### config.mk
export PLATFORM = sky130hd
export DESIGN_NAME = piso_serial_tx
export DESIGN_NICKNAME = d
export VERILOG_FILES = /design/src/rtl/piso_serial_tx_pkg.sv /design/src/rtl/piso_serial_tx_bit_tick.sv /design/src/rtl/piso_serial_tx.sv
export VERILOG_INCLUDE_DIRS = /design/src /design/src/rtl
export SDC_FILE = /design/constraint.sdc
export NUM_CORES = 1
export LEC_CHECK = 0
export CAP_MARGIN = 10
export CORE_MARGIN = 1.5
export CORE_UTILIZATION = 35
export CTS_BUF_LIST = sky130_fd_sc_hd__clkbuf_16
export DETAILED_ROUTE_END_ITERATION = 8
export PLACE_DENSITY = 0.65
export SLEW_MARGIN = 30
export SYNTH_ARGS = -nofsm -noshare
export SYNTH_HDL_FRONTEND = slang
export SYNTH_HIERARCHICAL = 1
export SYNTH_SLANG_ARGS = --single-unit
### constraint.sdc
create_clock -name clk -period 5 [get_ports clk]
set_clock_uncertainty 0.2 [all_clocks]
set_input_delay 0.75 -clock clk [delete_from_list [all_inputs] [get_ports clk]]
set_output_delay 0.75 -clock clk [all_outputs]
set_load 0.03 [all_outputs]
### src/rtl/logic_defs.vh
// Shared state encodings and serial line levels for the PISO transmitter.
`ifndef LOGIC_DEFS_VH
`define LOGIC_DEFS_VH

localparam logic [2:0] S_IDLE   = 3'd0;
localparam logic [2:0] S_START  = 3'd1;
localparam logic [2:0] S_DATA   = 3'd2;
localparam logic [2:0] S_PARITY = 3'd3;
localparam logic [2:0] S_STOP   = 3'd4;

localparam logic LINE_IDLE = 1'b1;
localparam logic START_BIT = 1'b0;
localparam logic STOP_BIT  = 1'b1;

`endif

### src/rtl/piso_serial_tx_pkg.sv
// Package for piso_serial_tx: pulls the shared state/line-level definitions
// into one importable scope.
package piso_serial_tx_pkg;
  `include "logic_defs.vh"
endpackage

### src/rtl/piso_serial_tx_bit_tick.sv
// bit_tick_gen: bit-period timer; tick marks the last cycle of a bit period,
// pre_tick the cycle before it (never asserted when a bit is one cycle long).
module bit_tick_gen #(
  parameter int CLKS_PER_BIT = 4
) (
  input  logic clk,
  input  logic rst,
  input  logic clr,
  output logic tick,
  output logic pre_tick
);
  localparam int CW = (CLKS_PER_BIT > 1) ? $clog2(CLKS_PER_BIT) : 1;

  logic [CW-1:0] cnt;

  assign tick = !clr && (cnt == CW'(CLKS_PER_BIT - 1));

  generate
    if (CLKS_PER_BIT > 1) begin : g_pre
      assign pre_tick = !clr && (cnt == CW'(CLKS_PER_BIT - 2));
    end else begin : g_no_pre
      assign pre_tick = 1'b0;
    end
  endgenerate

  always_ff @(posedge clk or posedge rst) begin
    if (rst) begin
      cnt <= '0;
    end else if (clr || tick) begin
      cnt <= '0;
    end else begin
      cnt <= cnt + 1'b1;
    end
  end
endmodule

### src/rtl/piso_serial_tx.sv
// Framed parallel-in/serial-out transmitter: start(0), data LSB first, stop(1).
// Optional even-parity bit before stop when PISO_PARITY_EN is defined.
module piso_serial_tx
  import piso_serial_tx_pkg::*;
#(
  parameter int DATA_W       = 8,
  parameter int CLKS_PER_BIT = 4
) (
  input  logic              clk,
  input  logic              rst,
  input  logic              tx_valid,
  input  logic [DATA_W-1:0] tx_data,
  output logic              tx_ready,
  output logic              tx_out,
  output logic              busy,
  output logic              done
);
  localparam int   BCW     = $clog2(DATA_W) + 1;
  localparam logic ONE_CLK = (CLKS_PER_BIT == 1);

  logic [2:0]        state;
  logic [DATA_W-1:0] shreg;
  logic [DATA_W-1:0] shreg_shift;
  logic [BCW-1:0]    bit_cnt;
  logic              tick;
  logic              pre_tick;
  logic              last_bit;
`ifdef PISO_PARITY_EN
  logic              parity;
`endif

  assign shreg_shift = shreg >> 1;
  assign last_bit    = (bit_cnt == BCW'(DATA_W - 1));

  bit_tick_gen #(
    .CLKS_PER_BIT(CLKS_PER_BIT)
  ) u_tick (
    .clk     (clk),
    .rst     (rst),
    .clr     (state == S_IDLE),
    .tick    (tick),
    .pre_tick(pre_tick)
  );

  // tx_out is loaded with the level of the *next* cycle so the pin comes
  // straight from a flop; done likewise looks one cycle ahead.
  always_ff @(posedge clk or posedge rst) begin
    if (rst) begin
      state    <= S_IDLE;
      shreg    <= '0;
      bit_cnt  <= '0;
      tx_out   <= LINE_IDLE;
      tx_ready <= 1'b1;
      busy     <= 1'b0;
      done     <= 1'b0;
`ifdef PISO_PARITY_EN
      parity   <= 1'b0;
`endif
    end else begin
      done <= 1'b0;
      case (state)
        S_IDLE: begin
          if (tx_valid && tx_ready) begin
            state    <= S_START;
            shreg    <= tx_data;
            bit_cnt  <= '0;
            tx_out   <= START_BIT;
            tx_ready <= 1'b0;
            busy     <= 1'b1;
`ifdef PISO_PARITY_EN
            parity   <= ^tx_data;
`endif
          end
        end
        S_START: begin
          if (tick) begin
            state  <= S_DATA;
            tx_out <= shreg[0];
          end
        end
        S_DATA: begin
          if (tick) begin
            shreg <= shreg_shift;
            if (last_bit) begin
              bit_cnt <= '0;
`ifdef PISO_PARITY_EN
              state   <= S_PARITY;
              tx_out  <= parity;
`else
              state   <= S_STOP;
              tx_out  <= STOP_BIT;
              done    <= ONE_CLK;
`endif
            end else begin
              bit_cnt <= bit_cnt + 1'b1;
              tx_out  <= shreg_shift[0];
            end
          end
        end
`ifdef PISO_PARITY_EN
        S_PARITY: begin
          if (tick) begin
            state  <= S_STOP;
            tx_out <= STOP_BIT;
            done   <= ONE_CLK;
          end
        end
`endif
        S_STOP: begin
          if (tick) begin
            state    <= S_IDLE;
            tx_out   <= LINE_IDLE;
            tx_ready <= 1'b1;
            busy     <= 1'b0;
          end else begin
            done <= pre_tick;
          end
        end
        default: begin
          state    <= S_IDLE;
          tx_out   <= LINE_IDLE;
          tx_ready <= 1'b1;
          busy     <= 1'b0;
        end
      endcase
    end
  end
endmodule

## Word-level counts from Yosys, hierarchy flattened

Cells that the tools add are included.

- Word-level logic and storage cells: 60
- Register bits: 21

- Equality and inequality tests: 11
- Muxes and demuxes: 26
- Bitwise logic cells: 1
- Add/sub/neg operators: 2
- Reduce and logical (&&, ||, !) cells: 12

Operator list:

| operator | count |
|---|---|
| $mux W8 | 2 |
| $pmux W8 S2 | 1 |
| $mux W3 | 5 |
| $mux W4 | 3 |
| $pmux W3 S4 | 1 |
| $mux W1 | 9 |
| $pmux W4 S2 | 1 |
| $ne A2 B1 Y1 const B | 3 |
| $pmux W1 S3 | 2 |
| $reduce_and A3 Y1 | 2 |
| $reduce_and A5 Y1 | 1 |
| $add A4 B1 Y4 const B | 1 |
| $eq A2 B2 Y1 const B | 2 |
| $eq A4 B3 Y1 const B | 1 |
| $ne A2 B2 Y1 const B | 2 |
| $pmux W1 S4 | 1 |
| $reduce_and A4 Y1 | 1 |
| $eq A3 B1 Y1 const B | 1 |
| $eq A3 B2 Y1 const B | 1 |
| $eq A3 B3 Y1 const B | 1 |
| $logic_and A1 B1 Y1 | 3 |
| $logic_not A3 Y1 | 1 |
| $add A2 B1 Y2 const B | 1 |
| $mux W2 | 1 |
| 5 further kinds | 5 |

## Longest topological paths before layout

Gate-level depths: netlist of the first run.

- Depth in word-level cells: 5
- Gate-level depth with buffers: 8
- Gate-level depth less buffers: 6

## Modules after synthesis

The synthesis of the first run kept the hierarchy.

By module, submodules not included:

| module | area each (um^2) | cells each | times used | sequential area each (um^2) |
|---|---|---|---|---|
| piso_serial_tx | 999.7 | 109 | 1 | 478.0 |
| bit_tick_gen | 105.1 | 10 | 1 | 50.0 |

## Least setup slack after synthesis of the first run

Ideal clock, no wire load.

- Kind: reg-to-reg
- Start point: register state[0]
- End point: register bit_cnt[1]
- Required time: 4.676 ns
- Arrival time: 1.532 ns
- Stages on the path, launching flop included: 8
- Path buffers: 2
- Slack: 3.145 ns
- Path through: dfrtp_1 buf_2 nor3_2 nor2b_1 and4bb_1 a31oi_1 buf_2 o21ai_1

- Word-level cells in the longest chain between the ends: 5
- Elaborated cells on any way between the ends: 9
- Those cells by class: eq/ne: 3; mux: 1; reduce/logical: 5

RTL lines:

| what | line | text |
|---|---|---|
| start: declaration | piso_serial_tx.sv:21 | `logic [2:0] state;` |
| start signal: assignment | piso_serial_tx.sv:49 | `state <= S_IDLE;` |
| start signal: assignment | piso_serial_tx.sv:64 | `state <= S_START;` |
| start signal: assignment | piso_serial_tx.sv:77 | `state <= S_DATA;` |
| $logic_not A3 Y1 | piso_serial_tx.sv:40 | `.clr (state == S_IDLE),` |
| $logic_not A1 Y1 | piso_serial_tx_bit_tick.sv:16 | `assign tick = !clr && (cnt == CW'(CLKS_PER_BIT - 1));` |
| $logic_and A1 B1 Y1 | piso_serial_tx_bit_tick.sv:16 |  |
| via tick | piso_serial_tx.sv:25 | `logic tick;` |
| $ne A2 B1 Y1 (no source line) | -- |  |
| $reduce_and A3 Y1 (no source line) | -- |  |
| end signal: assignment | piso_serial_tx.sv:95 | `bit_cnt <= bit_cnt + 1'b1;` |
| end: declaration | piso_serial_tx.sv:24 | `logic [BCW-1:0] bit_cnt;` |

The timed path passes the listed nets, and every way through them passes these cells.
A chain may end at the register's enable or synchronous reset.

## Worst setup path in the final report of the first run

- Start point: register state[0]
- End point: register bit_cnt[3]

The elaborated chain is that of the path after synthesis.

==> results of run 1 <==
## report_power, final
| part | internal (W) | switching, W | leakage, nW | total, W |
|---|---|---|---|---|
| Clock | 0.000107 | 0.0000598 | 0.0423 | 0.000166 |
| Combinational | 0.0000710 | 0.0000647 | 0.271 | 0.000136 |
| Sequential | 0.000224 | 0.0000511 | 0.265 | 0.000275 |
## kinds of logic after synthesis
family,after synthesis
xor gates and xnor gates,1
adders and majority gates,3
AOI/OAI and AO/OA,27
and+or+nand+nor,43
DFF,21
muxes,9
buffers and inverters,15
## worst min path at each step
stage | start | cells past startpoint | end | slack (ns)
after floorplan | u_tick/cnt[0] | 1 | u_tick/cnt[0] | 0.23
after global placement | u_tick/cnt[0] | 1 | u_tick/cnt[0] | 0.25
after detailed placement | u_tick/cnt[0] | 1 | u_tick/cnt[0] | 0.26
after CTS | u_tick/cnt[0] | 1 | u_tick/cnt[0] | 0.26
after global routing | u_tick/cnt[0] | 1 | u_tick/cnt[0] | 0.29
final | u_tick/cnt[0] | 1 | u_tick/cnt[0] | 0.26
## routing by layer
metal / share of wire [%] / wire [um] / vias up / GRT usage [%]
met1: 42 / 882 / 391 / 16.25
met5: 0 / 0 / - / 0
met4: 0.52 / 11 / 0 / 0.9740
met2: 50 / 1053 / 30 / 23.70
met3: 7.1 / 148 / 3 / 5.240
li1: - / - / 441 / -
## cells in the mapped netlist, types with 2 or more instances
cell type / n / area [um2]
nor3_1: 7 / 35.03
nor2b_1: 2 / 12.51
o21ai_0: 3 / 15.01
inv_1: 6 / 22.52
dfstp_2: 2 / 52.55
o21ai_1: 12 / 60.06
o22ai_1: 2 / 12.51
o31ai_1: 2 / 15.01
dfrtp_1: 19 / 475.5
buf_2: 4 / 20.02
a21oi_1: 4 / 20.02
nand3b_1: 3 / 22.52
clkbuf_1: 4 / 15.01
mux2i_1: 8 / 80.08
nand3_1: 3 / 15.01
ha_1: 3 / 37.54
nand2b_1: 2 / 12.51
nand2_1: 16 / 60.06
nor2_1: 4 / 15.01
## metrics by stage
stage	cells	hold slack (ns)	cell area (um2)	power, W
after global routing	175	0.2891	1359	0.0006202
after CTS	175	0.2602	1359	0.0005844
after global placement	171	0.2479	1280	0.0004057
after floorplan	119	0.2302	1105	0.0003748
final	175	0.2556	1359	0.0005771
after detailed placement	171	0.2560	1280	0.0004152
## state kept, by name (all words and copies together), names as in the netlist
name	flops
tx_out	1
state	3
tx_ready	1
shreg	8
done	1
bit_cnt	4
u_tick/cnt	2
busy	1
## placed cells by master (no fill, tap or decap), types with 3 or more instances in the layout
| cell | Yosys | final |
|---|---|---|
| inv_1 | 6 | 7 |
| nor2_1 | 4 | 4 |
| mux2i_1 | 8 | 8 |
| clkdlybuf4s50_1 | 0 | 14 |
| nand3b_1 | 3 | 3 |
| nor3_1 | 7 | 7 |
| nand2_1 | 16 | 16 |
| dfrtp_1 | 19 | 19 |
| a21oi_1 | 4 | 4 |
| o21ai_1 | 12 | 12 |
| clkbuf_16 | 0 | 3 |
| nand3_1 | 3 | 3 |
| o21ai_0 | 3 | 3 |
| ha_1 | 3 | 3 |
## area by class of cell
type / instances / area [um2]
clock buffer: 3 / 75.07
tap: 44 / 55.05
timing repair buffer: 16 / 155.1
inverter: 7 / 26.28
sequential: 21 / 528.0
fill: 294 / 1669
clock inverter: 1 / 3.754
multi-input combinational: 83 / 515.5
==> metrics.csv, run 1 <==
metric,value,unit
Synth Area in Adders,3.398,%
slew margin rel.,49.43,%
Starting Density,36.49,%
Mapped Cells,119,
Finished Core Util,44.88,%
Fin Setup TNS,0,ns
highest-delay cell along the critical path,dfrtp_1,
Register-to-Register Setup Slack,2.21,ns
max-cap viol count,0,
fraction of layout cells with a size suffix above 1,7.634,%
clk root buf,clkbuf_16,
complex-gate fraction of the synthesized area,14.04,%
Final Hold Viols,0,
largest net degree at the start of global routing,23,
via count of the first global-routing pass,829,
RSZ-0062 raised after global routing,no,
row count,20,
Worst Path Arrival,2.78,ns
startpoint type of the worst setup path,register,
setup repair bufs after CTS,0,
Max Buffers Root-to-Sink,2,
CP max stage delay,0.64,ns
Crit. Startpoint,state[0],
Die Span Y,59.19,um
CP required,4.99,ns
status,"finished, final reports clean",
initial antenna violation count,0,
worst-path cell chain,"nor3_2, nor2b_1, and4bb_1, a31oi_1, buf_4, or4_1, nand3_1",
syn_area_per_cell,9.284,um2
Final Max Tran Viols,0,
port bufs,14,
Leakage,0.5779,nW
Final HPWL DP,1456,um
Synth Area in XOR/XNOR,0.7928,%
PD cells,424.7,nW/um2
crit-path max FO,22,
core footprint,3028,um2
CTS buffer count,3,
GR Overflow Total,0,
Ys Warns,6,
mux cell area share after synthesis,8.267,%
DRC viols,0,
fmax,358.2,MHz
period utilization,55.84,%
Die ar.,3503,um2
Syn-to-layout area delta,22.99,%
CTS tree,yes,
Crit Path Class,reg -> reg,
Post-synth EDFFs,0,
I/O pin cnt,15,
setup-violating endpoint count in the final report,0,
Top Family by Delay on Critical Path,simple AND/OR/NAND/NOR gates,
Initial DRC Count,24,
Resized Gates After CTS,0,
WL/cell,11.98,um
"Hold-fix buffers, CTS",0,
routability congestion estimate from global placement,0.7120,
DR vias,865,
Async SR Flop Fraction,100.0,%
Chip Width,59.19,um
Main synth FF type,dfrtp_1,
FF-to-FF End,bit_cnt[3],
R2R depth,7,
WL final,2096,um
Worst Path Buf+Inv,1,
"Seq/Total Area, Yosys",47.79,%
via/cell ratio,4.943,
Worst-Margin Slew,0.7577,ns
CTS H-tree depth,1,
worst skew pair latency,0.25,ns
Syn Nets,133,
Clock Sinks,21,
Max VDD drop,0.2047,mV
Hold/Removal Path Class,reg -> reg,
CTS clock-pin slew for the worst setup and hold paths,0.06,ns
Unique masters post-synth,32,
critical path depth,7,
Ant. Diodes,0,
worst slack at placement,2.298,ns
first-pass GRT wire length,3622,um
DR pass1 iterations,6,
worst setup margin,2.208,ns
Layout Nets,146,
Worst Setup End Kind,register,
largest family of logic cells by synthesized area,simple AND/OR/NAND/NOR gates,
reg-to-reg startpoint,state[0],
Synth Area in Simple Gates,20.16,%
GRT Total Usage,13.50,%
post-synthesis register bit count,21,
post-route minimum period,2.792,ns
Mapped Area,1105,um2
endpoint of the worst setup timing path,bit_cnt[3],
Detail Route Antenna Nets,0,
Note: power is estimated with default switching activity, not from simulation.
==> run 2, diff against run 1 <==
Settings changed: PLACE_DENSITY 0.65 to 0.67.
Clock period 5 ns to 2.5 ns, I/O delays scaled along.
==> run 2 against run 1 <==
  * Count of clock-buffer cells in the layout is the same
  * Clock power increased by 100%
  * Flip-flop and latch count stayed put
  * Core utilization grew 1.3 points
  * Worst hold slack lost 0.16 ns
  * Critical path type unchanged
  * Global-route usage fell by 0.079 points
  * Die area did not move
  * Routed wire length shrank 1.2%
  * Sequential power increased by 93%
  * Maximum frequency rose by 32%
==> metrics.csv, run 2 (same netlist as run 1, synthesis figures left out) <==
metric,value,unit
status,"finished, final reports clean",
Detail Route Antenna Nets,0,
Die ar.,3503,um2
highest-delay cell along the critical path,dfrtp_1,
worst hold slack,0.09500,ns
DR pass1 iterations,4,
Crit Path Class,reg -> reg,
Syn-to-layout area delta,26.50,%
Largest register FFs,8,
port bufs,14,
via/cell ratio,4.867,
CP required,2.49,ns
worst-path cell chain,"nor3_2, nor2b_1, and4bb_1, a31oi_1, buf_4, or4_1, nand3_1",
Resized Gates After CTS,0,
WL final,2070,um
biggest regs,"shreg: 8 flops, bit_cnt: 4 flops, state: 3 flops",
startpoint type of the worst setup path,register,
row count,20,
Fin Setup TNS,0,ns
DRC viols,0,
Worst Path Arrival,2.10,ns
largest reg by FF count,shreg,
slew margin rel.,51.33,%
PD cells,841.5,nW/um2
GRT Total Usage,13.42,%
initial antenna violation count,0,
Hold/Removal Path Class,in -> async,
CTS clock-pin slew for the worst setup and hold paths,0.06,ns
DR vias,876,
CTS buffer count,3,
setup repair bufs after CTS,0,
CTS H-tree depth,1,
crit-path max FO,10,
Starting Density,36.49,%
Worst Setup End Kind,register,
first-pass GRT wire length,3546,um
Layout Nets,151,
period utilization,84.40,%
"commonest non-fill, non-tap cells in the layout","19 x dfrtp_1, 16 x nand2_1, 14 x clkdlybuf4s50_1",
Max Buffers Root-to-Sink,2,
Leakage,0.6021,nW
I/O pin cnt,15,
Max VDD drop,0.4356,mV
RSZ-0062 raised after global routing,no,
CTS tree,yes,
GR Overflow Total,0,
Die Span Y,59.19,um
WL/cell,11.50,um
"commonest non-fill, non-tap cell in the layout",dfrtp_1,
post-route cell area,1398,um2
post-route minimum period,2.110,ns
core footprint,3028,um2
Final Hold Viols,0,
Initial DRC Count,34,
fmax,473.9,MHz
Clock Sinks,21,
Final HPWL DP,1472,um
Ant. Diodes,0,
Chip Width,59.19,um
Worst-Margin Slew,0.7292,ns
via count of the first global-routing pass,836,
largest net degree at the start of global routing,20,
fraction of layout cells with a size suffix above 1,11.76,%
worst skew pair latency,0.25,ns
Final Non-Filler Cells,180,
max-cap viol count,0,
Final Max Tran Viols,0,
setup-violating endpoint count in the final report,0,
dpl cells,176,
clk root buf,clkbuf_16,
CP max stage delay,0.54,ns
Placement Cell Area,1318,um2
overall power consumption,0.001176,W
routability congestion estimate from global placement,0.8057,
"Hold-fix buffers, CTS",0,
==> run 2: changes by cell type in the layout (fill, tap and decap cells not counted), sizes merged <==
cell and change:
buf +5, clkinv +1, inv -1
==> run 2: report_power, final <==
part / total (W) / internal (W) / switching (W)
registers: 0.000531 / 0.000448 / 0.0000828
logic: 0.000306 / 0.000154 / 0.000151
clock network: 0.000339 / 0.000215 / 0.000124
==> run 2: path summary, 6_finish.rpt <==
check,slack (ns),to,depth (start not counted),from
max,0.39,bit_cnt[3],7,state[2]
min,0.09,u_tick/cnt[1],2,rst
max reg2reg,0.39,bit_cnt[3],7,state[2]
min reg2reg,0.28,tx_out,2,tx_out
max in group asynchronous,1.27,shreg[2],2,rst
min in group clk,0.28,tx_out,2,tx_out
==> run 2: critical path: cells and delay by family (launching register included) <==
family | cells | cell delay [ns]
flip-flops | 1 | 0.54
buffers and inverters | 1 | 0.17
AND/OR/NAND/NOR | 5 | 1.08
AO/OA/AOI/OAI | 1 | 0.05
==> run 2: routing by layer <==
layer  share of wire, %  global-route usage [%]
met1                 44                   15.88
met3                5.5                   3.930
met2                 49                   23.39
met5                  0                       0
met4                1.0                   3.896
==> run 2: stage by stage <==
step | setup slack [ns] | util, %
after detailed placement | 0.4177 | 43.51
after floorplan | 0.6449 | -
after global routing | 0.2933 | 46.16
final | 0.3900 | 46.16
after CTS | 0.4042 | 46.16
after global placement | 0.4540 | 43.51
==> run 2: final cells by class <==
cell class / instances / area, um2
Tap cell: 44 / 55.05
Timing Repair Buffer: 21 / 192.7
Sequential cell: 21 / 528.0
Multi-Input combinational cell: 83 / 515.5
Fill cell: 301 / 1630
Clock buffer: 3 / 75.07
Inverter: 7 / 26.28
Clock inverter: 1 / 5.005
==> run 3, diff against run 2 <==
Clock period 2.5 ns to 1.8 ns, I/O delays scaled along.
==> run 3 against run 2 <==
  * Worst hold slack got worse by 0.090 ns
  * Sequential power rose by 36%
  * Critical path depth fell by 1
  * Combinational power rose by 77%
  * Critical path type unchanged
  * Count of clock-buffer cells in the layout did not move
  * Largest cell class is now multi-input combinational cells
  * The run now ends with negative setup slack left
  * Via count rose by 7.8%
  * Design area rose by 8.1%
  * Highest routed layer unchanged
  * Routed wire length rose by 14%
==> metrics.csv, run 3 (same netlist as run 1, synthesis figures left out) <==
metric,value,unit
dpl cells,183,
WL/cell,12.41,um
core footprint,3028,um2
slew margin rel.,78.28,%
routability congestion estimate from global placement,0.8313,
Final HPWL DP,1593,um
largest net degree at the start of global routing,20,
Layout Nets,161,
WL final,2357,um
Largest register FFs,8,
Final Max Tran Viols,0,
via count of the first global-routing pass,958,
CTS tree,yes,
fraction of layout cells with a size suffix above 1,19.18,%
RSZ-0062 raised after global routing,yes,
Fill cells,291,
Chip Width,59.19,um
register area,528.0,um2
port bufs,14,
I/O pin cnt,15,
Worst-Margin Slew,0.3253,ns
CTS H-tree depth,1,
Seq pwr share,41.6,%
endpoint of the worst setup timing path,bit_cnt[3],
highest-delay cell along the critical path,or4_1,
post-route minimum period,1.845,ns
period utilization,102.5,%
biggest regs,"shreg: 8 flops, bit_cnt: 4 flops, state: 3 flops",
switching power,0.0005406,W
initial antenna violation count,0,
Starting Density,36.49,%
DRC viols,0,
Logic pwr share,31.2,%
worst-path cell chain,"ha_1, nor2b_2, and4bb_1, a31oi_4, or4_1, nand3_1",
R2R depth,6,
"commonest non-fill, non-tap cell in the layout",dfrtp_1,
Detail Route Antenna Nets,0,
Sw Share,31.11,%
setup-violating endpoint count in the final report,7,
GR Overflow Total,0,
Hold/Removal Path Class,in -> async,
worst setup margin,-0.04513,ns
Crit Path Class,reg -> reg,
PD cells,1150,nW/um2
Die ar.,3503,um2
Max Buffers Root-to-Sink,2,
fmax,542.0,MHz
failing checks,negative setup slack,
Register-to-Register Setup Slack,-0.05,ns
DR vias,944,
Final Non-Filler Cells,190,
DR pass1 iterations,4,
Max VDD drop,0.5101,mV
CTS clock-pin slew for the worst setup and hold paths,0.06,ns
Syn-to-layout area delta,36.81,%
area of the multi-input gates,544.3,um2
CP required,1.79,ns
CP max stage delay,0.49,ns
"commonest non-fill, non-tap cells in the layout","19 x dfrtp_1, 16 x nand2_1, 14 x buf_4",
FF-to-FF End,bit_cnt[3],
Die Span Y,59.19,um
Internal,0.001197,W
Ant. Diodes,0,
first-pass GRT wire length,4064,um
GRT Total Usage,15.72,%
Initial DRC Count,69,
max-cap viol count,0,
startpoint type of the worst setup path,register,
Final Hold Viols,0,
status,"finished, violations left",
via/cell ratio,4.968,
largest reg by FF count,shreg,
CTS buffer count,3,
Worst Path Arrival,1.84,ns
worst slack at placement,-0.05465,ns
reg-to-reg startpoint,u_tick/cnt[0],
Crit. Startpoint,u_tick/cnt[0],
Clock Sinks,21,
Clk network pwr share,27.2,%
row count,20,
Leakage,0.6752,nW
crit-path max FO,4,
Fin Setup TNS,-0.1198,ns
clk root buf,clkbuf_16,
worst skew pair latency,0.26,ns
Worst Setup End Kind,register,
## run 3: final cells by class
class	count	share of cell area [%]
inverter	7	1.738
multi-input combinational	83	36.01
sequential	21	34.93
tap	44	3.642
timing repair buffer	31	18.46
clock buffer	3	4.967
clock inverter	1	0.2483
## run 3: critical path: cells and delay by family, from the launching register on
family | cells | cell delay, ns
adders and majority gates | 1 | 0.16
AOI/OAI and AO/OA | 1 | 0.07
DFF | 1 | 0.35
and+or+nand+nor | 4 | 0.99
## run 3: worst min-delay path by stage
stage,startpoint,endpoint,slack (ns)
2_1_floorplan,rst,u_tick/cnt[0],-0.19
3_3_place_gp,tx_out,tx_out,0.26
3_5_place_dp,rst,u_tick/cnt[1],0.27
4_1_cts,rst,u_tick/cnt[0],0.006
5_1_grt,rst,u_tick/cnt[0],0.04
6_report,rst,u_tick/cnt[1],0.005
## run 3: timing repair
action	4_1_cts	5_1_grt
hold buffers	0	0
cloned	1	0
endpoints found under the setup margin	13	12
buffers inserted	2	0
gates resized for setup	10	2
pin swaps	2	0
## run 3: power groups by stage
stage               clock (W)  combinational (W)  sequential (W)
finish               0.000472           0.000542        0.000724
global placement            0           0.000492        0.000720
detailed placement          0           0.000514        0.000730
CTS                  0.000484           0.000543        0.000723
floorplan                   0           0.000334        0.000721
global route         0.000503           0.000602        0.000741
## run 3: layer usage
metal | GRT usage (%) | vias to the layer above | wire (um)
li1 | - | 465 | -
met3 | 3.275 | 8 | 102
met5 | 0 | - | 0
met1 | 18.96 | 445 | 1096
met2 | 25.43 | 26 | 1105
met4 | 9.740 | 0 | 53
## run 3: stage by stage
| stage | utilization [%] | hold WS, ns | cell area, um2 | total power [W] |
|---|---|---|---|---|
| 4_1_cts | 49.71 | 0.005837 | 1505 | 0.001749 |
| 2_1_floorplan | - | -0.1888 | 1119 | 0.001055 |
| 3_5_place_dp | 45.54 | 0.2691 | 1379 | 0.001244 |
| 6_report | 49.92 | 0.005227 | 1511 | 0.001738 |
| 3_3_place_gp | 45.54 | 0.2618 | 1379 | 0.001212 |
| 5_1_grt | 49.92 | 0.03733 | 1511 | 0.001846 |
